[config.mk]
export PLATFORM = sky130hd
export DESIGN_NAME = lu_share_ctrl
export DESIGN_NICKNAME = d
export VERILOG_FILES = /design/src/rtl/lu_share_pkg.sv /design/src/rtl/rr_arb2.sv /design/src/rtl/lu_share_ctrl.sv
export SDC_FILE = /design/constraint.sdc
export NUM_CORES = 1
export LEC_CHECK = 0
export BUFFER_PORTS_ARGS = -buffer_cell sky130_fd_sc_hd__buf_2
export CAP_MARGIN = 5
export CORE_UTILIZATION = 42
export DETAILED_ROUTE_END_ITERATION = 10
export PLACE_DENSITY = 0.69
export SETUP_SLACK_MARGIN = 0.3
export SLEW_MARGIN = 20
export SYNTH_ARGS = -nofsm -noshare
export SYNTH_HDL_FRONTEND = slang
export SYNTH_SLANG_ARGS = --single-unit
[constraint.sdc]
create_clock -name CLK -period 1.23 [get_ports CLK]
set_input_delay 0.246 -clock CLK [delete_from_list [all_inputs] [get_ports CLK]]
set_output_delay 0.246 -clock CLK [all_outputs]
set_load 0.005 [all_outputs]
[src/rtl/lu_share_pkg.sv]
// Shared types and constants for the lu_share_ctrl logic-lane sharing controller.
package lu_share_pkg;

  localparam int LU_DEF_LANE_W = 8;
  localparam int LU_DEF_DATA_W = 16;

  localparam logic [1:0] LU_XOR  = 2'b00;
  localparam logic [1:0] LU_AND  = 2'b01;
  localparam logic [1:0] LU_OR   = 2'b10;
  localparam logic [1:0] LU_XNOR = 2'b11;

  typedef enum logic [1:0] {
    IDLE = 2'b00,
    PASS = 2'b01,
    DONE = 2'b10
  } state_t;

endpackage

[src/rtl/rr_arb2.sv]
// Two-way round-robin arbiter; ptr_r names the requester that wins the next tie.
module rr_arb2 (
  input  logic       CLK,
  input  logic       RST_n,
  input  logic [1:0] req,
  input  logic       advance,
  output logic [1:0] gnt
);

  logic ptr_r;
  logic ptr_s;

  // grant selection and pointer update
  always_comb begin
    gnt   = 2'b00;
    ptr_s = ptr_r;
    case (req)
      2'b01:   gnt = 2'b01;
      2'b10:   gnt = 2'b10;
      2'b11:   gnt = ptr_r ? 2'b10 : 2'b01;
      default: gnt = 2'b00;
    endcase
    // serving requester 0 hands priority to 1, and vice versa
    if (advance && (gnt != 2'b00)) begin
      ptr_s = gnt[0];
    end else begin
      ptr_s = ptr_r;
    end
  end

  // priority pointer register
  always_ff @(posedge CLK or negedge RST_n) begin
    if (!RST_n) begin
      ptr_r <= 1'b0;
    end else begin
      ptr_r <= ptr_s;
    end
  end

endmodule

[src/rtl/lu_share_ctrl.sv]
// Shares one LANE_W logic lane between two requesters, one byte per cycle, low byte first.
// Optional macro LU_ZERO_FLAG_EN adds a Zero output driven by a per-pass sticky all-zero flag.
module lu_share_ctrl
  import lu_share_pkg::*;
#(
  parameter int DATA_W = LU_DEF_DATA_W,
  parameter int LANE_W = LU_DEF_LANE_W
) (
  input  logic              CLK,
  input  logic              RST_n,
  input  logic              Req0,
  input  logic              Req1,
  input  logic [DATA_W-1:0] A0,
  input  logic [DATA_W-1:0] B0,
  input  logic [DATA_W-1:0] A1,
  input  logic [DATA_W-1:0] B1,
  input  logic [1:0]        Op0,
  input  logic [1:0]        Op1,
  output logic              Ack0,
  output logic              Ack1,
  output logic              Done0,
  output logic              Done1,
  output logic [DATA_W-1:0] Result,
  output logic [LANE_W-1:0] LU_In1,
  output logic [LANE_W-1:0] LU_In2,
  output logic [1:0]        LU_Op,
  input  logic [LANE_W-1:0] LU_O
`ifdef LU_ZERO_FLAG_EN
  ,
  output logic              Zero
`endif
);

  localparam int PASSES = DATA_W / LANE_W;
  localparam int CNT_W  = (PASSES > 1) ? $clog2(PASSES) : 1;
  localparam logic [CNT_W-1:0] LAST_PASS = CNT_W'(PASSES - 1);

  state_t            state_r, state_s;
  logic [CNT_W-1:0]  cnt_r, cnt_s;
  logic              gid_r, gid_s;
  logic [1:0]        op_r, op_s;
  logic [DATA_W-1:0] a_sh_r, a_sh_s;
  logic [DATA_W-1:0] b_sh_r, b_sh_s;
  logic [DATA_W-1:0] res_r, res_s;
  logic [DATA_W-1:0] lane_res_s;
  logic [DATA_W-1:0] opa_s, opb_s;
  logic [1:0]        opc_s;
  logic [1:0]        ack_r, ack_s;
  logic [1:0]        done_r, done_s;
  logic [DATA_W-1:0] result_r, result_s;
  logic [LANE_W-1:0] lu_in1_r, lu_in1_s;
  logic [LANE_W-1:0] lu_in2_r, lu_in2_s;
  logic [1:0]        lu_op_r, lu_op_s;
  logic [1:0]        gnt_s;
  logic              advance_s;
`ifdef LU_ZERO_FLAG_EN
  logic              zacc_r, zacc_s;
  logic              zero_r, zero_s;
`endif

  rr_arb2 u_arb (
    .CLK     (CLK),
    .RST_n   (RST_n),
    .req     ({Req1, Req0}),
    .advance (advance_s),
    .gnt     (gnt_s)
  );

  // next-state and next-output computation
  always_comb begin
    state_s   = state_r;
    cnt_s     = cnt_r;
    gid_s     = gid_r;
    op_s      = op_r;
    a_sh_s    = a_sh_r;
    b_sh_s    = b_sh_r;
    res_s     = res_r;
    ack_s     = 2'b00;
    done_s    = 2'b00;
    result_s  = {DATA_W{1'b0}};
    lu_in1_s  = lu_in1_r;
    lu_in2_s  = lu_in2_r;
    lu_op_s   = lu_op_r;
    advance_s = 1'b0;
`ifdef LU_ZERO_FLAG_EN
    zacc_s    = zacc_r;
    zero_s    = 1'b0;
`endif
    opa_s = gnt_s[1] ? A1 : A0;
    opb_s = gnt_s[1] ? B1 : B0;
    opc_s = gnt_s[1] ? Op1 : Op0;
    // the newest lane byte enters at the top; after PASSES shifts byte 0 sits lowest
    lane_res_s = (res_r >> LANE_W) | (DATA_W'(LU_O) << (DATA_W - LANE_W));

    case (state_r)
      IDLE: begin
        if (gnt_s != 2'b00) begin
          advance_s = 1'b1;
          gid_s     = gnt_s[1];
          op_s      = opc_s;
          lu_op_s   = opc_s;
          lu_in1_s  = opa_s[LANE_W-1:0];
          lu_in2_s  = opb_s[LANE_W-1:0];
          a_sh_s    = opa_s >> LANE_W;
          b_sh_s    = opb_s >> LANE_W;
          ack_s     = gnt_s;
          cnt_s     = {CNT_W{1'b0}};
          res_s     = {DATA_W{1'b0}};
`ifdef LU_ZERO_FLAG_EN
          zacc_s    = 1'b1;
`endif
          state_s   = PASS;
        end else begin
          state_s   = IDLE;
        end
      end
      PASS: begin
        res_s = lane_res_s;
`ifdef LU_ZERO_FLAG_EN
        zacc_s = zacc_r & (LU_O == {LANE_W{1'b0}});
`endif
        if (cnt_r == LAST_PASS) begin
          done_s   = gid_r ? 2'b10 : 2'b01;
          result_s = lane_res_s;
`ifdef LU_ZERO_FLAG_EN
          zero_s   = zacc_s;
`endif
          state_s  = DONE;
        end else begin
          cnt_s    = cnt_r + CNT_W'(1);
          lu_in1_s = a_sh_r[LANE_W-1:0];
          lu_in2_s = b_sh_r[LANE_W-1:0];
          a_sh_s   = a_sh_r >> LANE_W;
          b_sh_s   = b_sh_r >> LANE_W;
          state_s  = PASS;
        end
      end
      DONE: begin
        state_s = IDLE;
      end
      default: begin
        state_s = IDLE;
      end
    endcase
  end

  // state and registered outputs
  always_ff @(posedge CLK or negedge RST_n) begin
    if (!RST_n) begin
      state_r  <= IDLE;
      cnt_r    <= {CNT_W{1'b0}};
      gid_r    <= 1'b0;
      op_r     <= 2'b00;
      a_sh_r   <= {DATA_W{1'b0}};
      b_sh_r   <= {DATA_W{1'b0}};
      res_r    <= {DATA_W{1'b0}};
      ack_r    <= 2'b00;
      done_r   <= 2'b00;
      result_r <= {DATA_W{1'b0}};
      lu_in1_r <= {LANE_W{1'b0}};
      lu_in2_r <= {LANE_W{1'b0}};
      lu_op_r  <= 2'b00;
`ifdef LU_ZERO_FLAG_EN
      zacc_r   <= 1'b0;
      zero_r   <= 1'b0;
`endif
    end else begin
      state_r  <= state_s;
      cnt_r    <= cnt_s;
      gid_r    <= gid_s;
      op_r     <= op_s;
      a_sh_r   <= a_sh_s;
      b_sh_r   <= b_sh_s;
      res_r    <= res_s;
      ack_r    <= ack_s;
      done_r   <= done_s;
      result_r <= result_s;
      lu_in1_r <= lu_in1_s;
      lu_in2_r <= lu_in2_s;
      lu_op_r  <= lu_op_s;
`ifdef LU_ZERO_FLAG_EN
      zacc_r   <= zacc_s;
      zero_r   <= zero_s;
`endif
    end
  end

  assign Ack0   = ack_r[0];
  assign Ack1   = ack_r[1];
  assign Done0  = done_r[0];
  assign Done1  = done_r[1];
  assign Result = result_r;
  assign LU_In1 = lu_in1_r;
  assign LU_In2 = lu_in2_r;
  assign LU_Op  = lu_op_r;
`ifdef LU_ZERO_FLAG_EN
  assign Zero   = zero_r;
`endif

endmodule

==> results of run 1 <==
metrics by stage:
stage / std cells / hold slack [ps] / TNS (ps) / instance area [µm²]
2_1_floorplan: 318 / -49.6 / -1910 / 3690
3_3_place_gp: 529 / 293 / -3020 / 4460
3_5_place_dp: 529 / 297 / -3810 / 4460
4_1_cts: 564 / 149 / -4490 / 5130
5_1_grt: 572 / 166 / -7960 / 5420
6_report: 572 / 160 / -5350 / 5420
cells in the mapped netlist (all sizes together) (2+ instances only):
library cell / n / area (µm²)
buf: 30 / 208
dfrtp: 67 / 1680
clkbuf: 5 / 18.8
a21o: 16 / 120
o21ai: 4 / 20.0
a211oi: 17 / 140
nor4b: 16 / 203
o32ai: 32 / 400
o31ai: 2 / 15.0
or2: 2 / 12.5
nand2b: 2 / 12.5
nand3b: 16 / 120
and3: 16 / 100
inv: 34 / 128
nor2: 23 / 93.8
a22o: 8 / 70.1
a21oi: 20 / 100
per-layer routing:
metal	up-vias	GRT usage [%]
met4	0	7.31
met3	27	4.31
met1	1475	30.5
met5	-	0
li1	1458	-
met2	130	37.9
state kept, by name (all words and copies together), names as in the netlist, 8 cells and up:
signal / cells
Result: 16
LU_In1: 8
LU_In2: 8
a_sh_r: 8
b_sh_r: 8
res_r: 8
power groups by stage:
stage | Clock, mW | Combinational (mW) | Sequential, mW
2_1_floorplan | 0 | 4.24 | 3.59
3_3_place_gp | 0 | 5.76 | 3.65
3_5_place_dp | 0 | 5.89 | 3.66
4_1_cts | 2.52 | 7.31 | 3.62
5_1_grt | 2.62 | 8.93 | 3.76
6_report | 2.49 | 8.37 | 3.65
how the worst max path moves through the flow:
stage                     slack [ps]         to  cells past startpoint         from
after floorplan                  -70  LU_In1[4]                      4   state_r[1]
after global placement          -150  LU_In2[7]                      4  u_arb.ptr_r
after detailed placement        -200  LU_In1[6]                      4   state_r[0]
after CTS                       -140  LU_In2[6]                      4   state_r[0]
after global routing            -240  LU_In1[6]                      5   state_r[0]
final                           -200  LU_In1[6]                      5   state_r[0]
cells by family after synthesis:
logic type	count (synthesis)	share of synthesized area, %
AOI/OAI and AO/OA	102	25.6
buffers and inverters	69	10.1
DFF	67	47.7
and+or+nand+nor	80	16.6
worst max-delay path: stages (launching register included):
cell	delay, ps
dfrtp_2	440
nor2b_4	160
buf_6	130
buf_12	140
a211oi_1	320
o32ai_2	130
area by class of cell:
type,count,area [µm²]
tap,102,128
clock buffer,10,138
multi-input combinational,183,1950
clock inverter,6,136
inverter,34,128
sequential,67,1680
timing repair buffer,170,1260
fill,556,2470
what timing repair did:
action / 4_1_cts / 5_1_grt
endpoints found under the hold margin: 67 / 0
hold buffers: 1 / 0
gates cloned: 4 / 2
setup buffers: 14 / 6
setup endpoints to repair: 105 / 105
pin swaps: 17 / 17
resized for setup: 43 / 32
==> key figures, run 1 <==
Drt
  – WL/cell: 17.2 µm
  – Drt pass-1 iters: 4
  – Residual DRC: 0
  – Detail Route Antenna Nets: 0
  – Starting DRT DRC Count: 196
  – DR WL met2: 4940 µm
  – DR vias: 3,090
  – WL met3: 593 µm
  – Wl on met1: 4090 µm
  – Drt total wl: 9860 µm
  – Top Metal Used: met4
  – Vias/cell: 5.40

Setup path
  – Crit. End Element: flip-flop
  – Critical path peak fanout: 8
  – Worst Path Required: 1440 ps
  – Setup CP Type: flip-flop to flip-flop
  – FF-to-FF End: LU_In1[6]
  – Reg2Reg Depth: 5
  – Crit path arrival time: 1650 ps
  – FF-to-FF Start: state_r[0]
  – R2r setup slk: -200 ps
  – Worst Setup Start Kind: flip-flop

Global routing
  – GRT overflow: 0
  – Tot GR Track Use: 23.0%
  – Largest net degree at the start of global routing: 68
  – Vias in the first global route: 3,110
  – Initial antenna violation count: 0
  – First-pass GRT wire length: 15,400 µm

Clock tree
  – Worst skew pair latency: 340 ps
  – Clock root buffer: clkbuf_8
  – CTS tree: yes
  – CTS Sinks: 67
  – Clock Pin Slew Worst Setup and Hold Paths: 70 ps
  – CTS buffer count: 9
  – H-tree levels: 3
  – Max Root-Sink Buffers: 2

Power and ir drop
  – PnR Total Power: 14.5 mW
  – VDD IR-drop max: 0.00118 V
  – PwrDens: 2680 mW/mm²
  – Switching share of power: 35.8%
  – Logic pwr share: 57.7%
  – Sequential power share: 25.2%
  – Clock share of power: 17.2%
  – Static Leak: 2.56 nW
  – Int Pwr: 9.32 mW
  – Psw: 5.19 mW

STA
  – # setup viols final: 45
  – Crit path time final: 1430 ps
  – Max_slew headroom: 75.7%
  – Unrepaired setup endpoints after global routing: yes
  – Max Freq: 0.697 GHz
  – Worst-Margin Slew: 361 ps
  – Setup ws final: -205 ps
  – Hold Vio Cnt, Final: 0
  – Slew Limit Fails: 0
  – Clock skew: 10.7 ps
  – Post-route clock period utilization: 117%

Synthesis
  – EDFF count, synth: 0
  – Post-synthesis sequential area ratio: 47.7%
  – #FFs+latches synth: 67
  – Main synth FF type: dfrtp_1
  – Synth warnings: 0
  – Post-synth ARST share: 100%
  – Syn avg cell area: 11.0 µm²
  – Count of distinct cell types in the synthesized netlist: 34
  – Netlist Area Pre-Place: 0.00351 mm²
  – Synth Net Count: 398
  – Cells after Synth: 318

Layout
  – Commonest cells after routing, fill and taps aside: buf_2, dfrtp_1, inv_1
  – Layout area overhead: 54.3%
  – Ratio of cells with drive above 1 in the final layout: 59.4%
  – Most common cell after layout, fill and taps aside: buf_2
  – Final Core Density: 68.7%
  – # nets final: 545
  – Antenna cells: 0

Placed design
  – HPWL Detailed: 6150 µm
  – DP Worst Slack: -201 ps
  – Port bufs: 117
  – Routability cong.: 0.821

Min path
  – Worst Hold Class: input port to flip-flop
  – HP Start: LU_O[4]
  – Hold depth: 2
  – Worst Hold End: res_r[12]

Outcome
  – Status: finished with violations
  – Failing checks: negative setup slack

Run
  – Max Cap Viol: 0

Floorplan
  – Die area: 0.00873 mm²
  – Cell Rows: 32
  – Die Height: 93.4 µm
  – Core ar.: 0.00789 mm²
  – Initial core utilization: 44.5%
  – Die X: 93.4 µm
  – I/O Pins: 118
Note: power is estimated with default switching activity, not from simulation.
==> run 2: changes to the inputs <==
PLACE_DENSITY = 0.75   (was 0.69)
==> key figures, run 2 (synthesis results as in run 1) <==
Clock tree
  – Max Root-Sink Buffers: 2 (unchanged)
  – Clock root buffer: clkbuf_8
  – CTS Sinks: 67 (unchanged)
  – Clock Pin Slew Worst Setup and Hold Paths: 80 ps (about the same)
  – Worst skew pair latency: 350 ps (about the same)
  – H-tree levels: 3 (unchanged)
  – CTS buffer count: 9 (unchanged)
  – CTS tree: yes

Power and ir drop
  – PnR Total Power: 13.7 mW (-5.3%)
  – PwrDens: 2620 mW/mm² (-2.3%)
  – VDD IR-drop max: 0.00135 V (+15%)
  – Static Leak: 2.52 nW (-1.8%)

Floorplan
  – Cell Rows: 32 (unchanged)
  – I/O Pins: 118 (unchanged)
  – Die area: 0.00873 mm² (unchanged)
  – Initial core utilization: 44.5% (unchanged)
  – Die Height: 93.4 µm (unchanged)
  – Core ar.: 0.00789 mm² (unchanged)
  – Die X: 93.4 µm (unchanged)

Layout
  – Largest register FFs: 16 (unchanged)
  – Antenna cells: 0 (unchanged)
  – Layout area overhead: 49.5%
  – Ratio of cells with drive above 1 in the final layout: 56.8% (-2.6 points)
  – Most common cell after layout, fill and taps aside: buf_2
  – Commonest cells after routing, fill and taps aside: buf_2, dfrtp_1, inv_1
  – # nets final: 547 (+0.37%)

Setup path
  – Critical Path, Cell by Cell: buf_6 -> o21bai_4 -> a21o_1 -> o32ai_2
  – Crit path depth: 4 (-1)
  – Critical path peak fanout: 8 (unchanged)
  – Crit-path slowest cell: dfrtp_2
  – FF-to-FF End: LU_In1[3]
  – Setup crit start: state_r[0]
  – FF-to-FF Start: state_r[0]
  – CP endpoint: LU_In1[3]
  – Delay-heaviest family, CP: compound AO/OA/AOI/OAI gates
  – Worst Setup Start Kind: flip-flop
  – Crit path buf inv count: 1 (-1)
  – Crit. End Element: flip-flop
  – Max incr delay on CP: 460 ps (+20 ps)
  – Worst Path Required: 1480 ps (+40 ps)
  – Setup CP Type: flip-flop to flip-flop
  – R2r setup slk: -170 ps (+30 ps)
  – Crit path arrival time: 1650 ps (about the same)
  – Reg2Reg Depth: 4 (-1)

STA
  – Crit path time final: 1400 ps (-34.0 ps)
  – Hold WS: 148 ps (-11.2 ps)
  – Post-route clock period utilization: 114% (-2.8 points)
  – Unrepaired setup endpoints after global routing: yes
  – Slew Limit Fails: 0 (unchanged)
  – Clock skew: 10.0 ps (-0.733 ps)
  – Max_slew headroom: 75.9% (+0.21 points)
  – Max Freq: 0.714 GHz (+2.4%)
  – Worst-Margin Slew: 361 ps (+0.602 ps)
  – # setup viols final: 62 (+38%)
  – Hold Vio Cnt, Final: 0 (unchanged)
  – Setup ws final: -171 ps (+34.0 ps)

Global routing
  – Initial antenna violation count: 0 (unchanged)
  – Tot GR Track Use: 23.0% (+0.050 points)
  – Largest net degree at the start of global routing: 68 (unchanged)
  – First-pass GRT wire length: 15,300 µm (-0.71%)
  – Vias in the first global route: 3,200 (+2.9%)
  – GRT overflow: 0 (unchanged)

Drt
  – Detail Route Antenna Nets: 0 (unchanged)
  – WL/cell: 17.8 µm (+3.3%)
  – Drt pass-1 iters: 4 (unchanged)
  – Drt total wl: 10,200 µm (+3.6%)
  – Vias/cell: 5.50 (+1.8%)
  – Residual DRC: 0 (unchanged)
  – Starting DRT DRC Count: 197 (+0.51%)
  – DR vias: 3,157 (+2.2%)

Placed design
  – Port bufs: 117 (unchanged)
  – Routability cong.: 0.832 (+1.4%)
  – HPWL Detailed: 6450 µm (+4.8%)

Outcome
  – Status: finished with violations
  – Failing checks: negative setup slack

Run
  – Max Cap Viol: 0 (unchanged)

Min path
  – Worst Hold Class: input port to flip-flop
[run 2: cell types whose count changed in the layout (fill, tap and decap cells not counted), moves of 3 or more]
cell | before | now
nor4b_4 | 11 | 5
buf_4 | 26 | 29
nor4b_2 | 5 | 11
and3_1 | 1 | 16
and3_4 | 15 | 0
a21oi_1 | 19 | 14
a21oi_2 | 1 | 6
[run 2: cell type report]
type	count	area (µm²)
clock buffer	9	124
timing repair buffer	172	1240
fill	581	2640
sequential	67	1680
inverter	34	128
multi-input combinational	183	1860
tap	102	128
clock inverter	7	92.6
[run 2: metal layers]
| layer | part of all wire, % | up-vias | track usage (%) | wire length, µm |
|---|---|---|---|---|
| li1 | - | 1464 | - | - |
| met1 | 41 | 1540 | 27.9 | 4240 |
| met2 | 49 | 134 | 38.5 | 5060 |
| met3 | 6.8 | 19 | 7.15 | 699 |
| met4 | 2.2 | 0 | 8.33 | 228 |
| met5 | 0 | - | 0 | 0 |
[run 2: worst min path at each step]
stage	start	end	slack, ps	cells after the start
finish	LU_O[0]	res_r[8]	150	2
CTS	LU_O[7]	res_r[15]	130	2
floorplan	RST_n	LU_In1[0]	-50	0
global route	LU_O[7]	res_r[15]	130	2
global placement	RST_n	Result[12]	290	2
detailed placement	RST_n	Result[13]	300	2
[run 2: worst register-to-register path: stages, from the launching register on]
cell and delay [ps]:
dfrtp_2 460, buf_6 150, o21bai_4 220, a21o_1 210, o32ai_2 270
[run 2: timing repair]
action,CTS,global route
resized for setup,17,39
pin swaps,1,32
gates cloned,1,5
hold buffers,1,0
hold endpoints to repair,67,0
setup buffers,9,7
setup endpoints to repair,105,105
[run 2: power by group]
group / internal, mW / leakage [nW] / total, mW / switching, mW
combinational: 4.32 / 1.56 / 8.05 / 3.73
sequential: 3.11 / 0.858 / 3.65 / 0.544
clock: 1.13 / 0.101 / 2.03 / 0.898
total: 8.57 / 2.52 / 13.7 / 5.17
[run 2: stage by stage]
| stage | utilization, % | setup WS, ps | setup TNS [ps] | std cells | area (µm²) |
|---|---|---|---|---|---|
| 2_1_floorplan | - | -71.3 | -1910 | 318 | 3690 |
| 3_3_place_gp | 56.8 | -112 | -2790 | 535 | 4480 |
| 3_5_place_dp | 56.8 | -171 | -4480 | 535 | 4480 |
| 4_1_cts | 61.7 | -125 | -3710 | 562 | 4860 |
| 5_1_grt | 66.6 | -236 | -9800 | 574 | 5250 |
| 6_report | 66.6 | -171 | -6330 | 574 | 5250 |
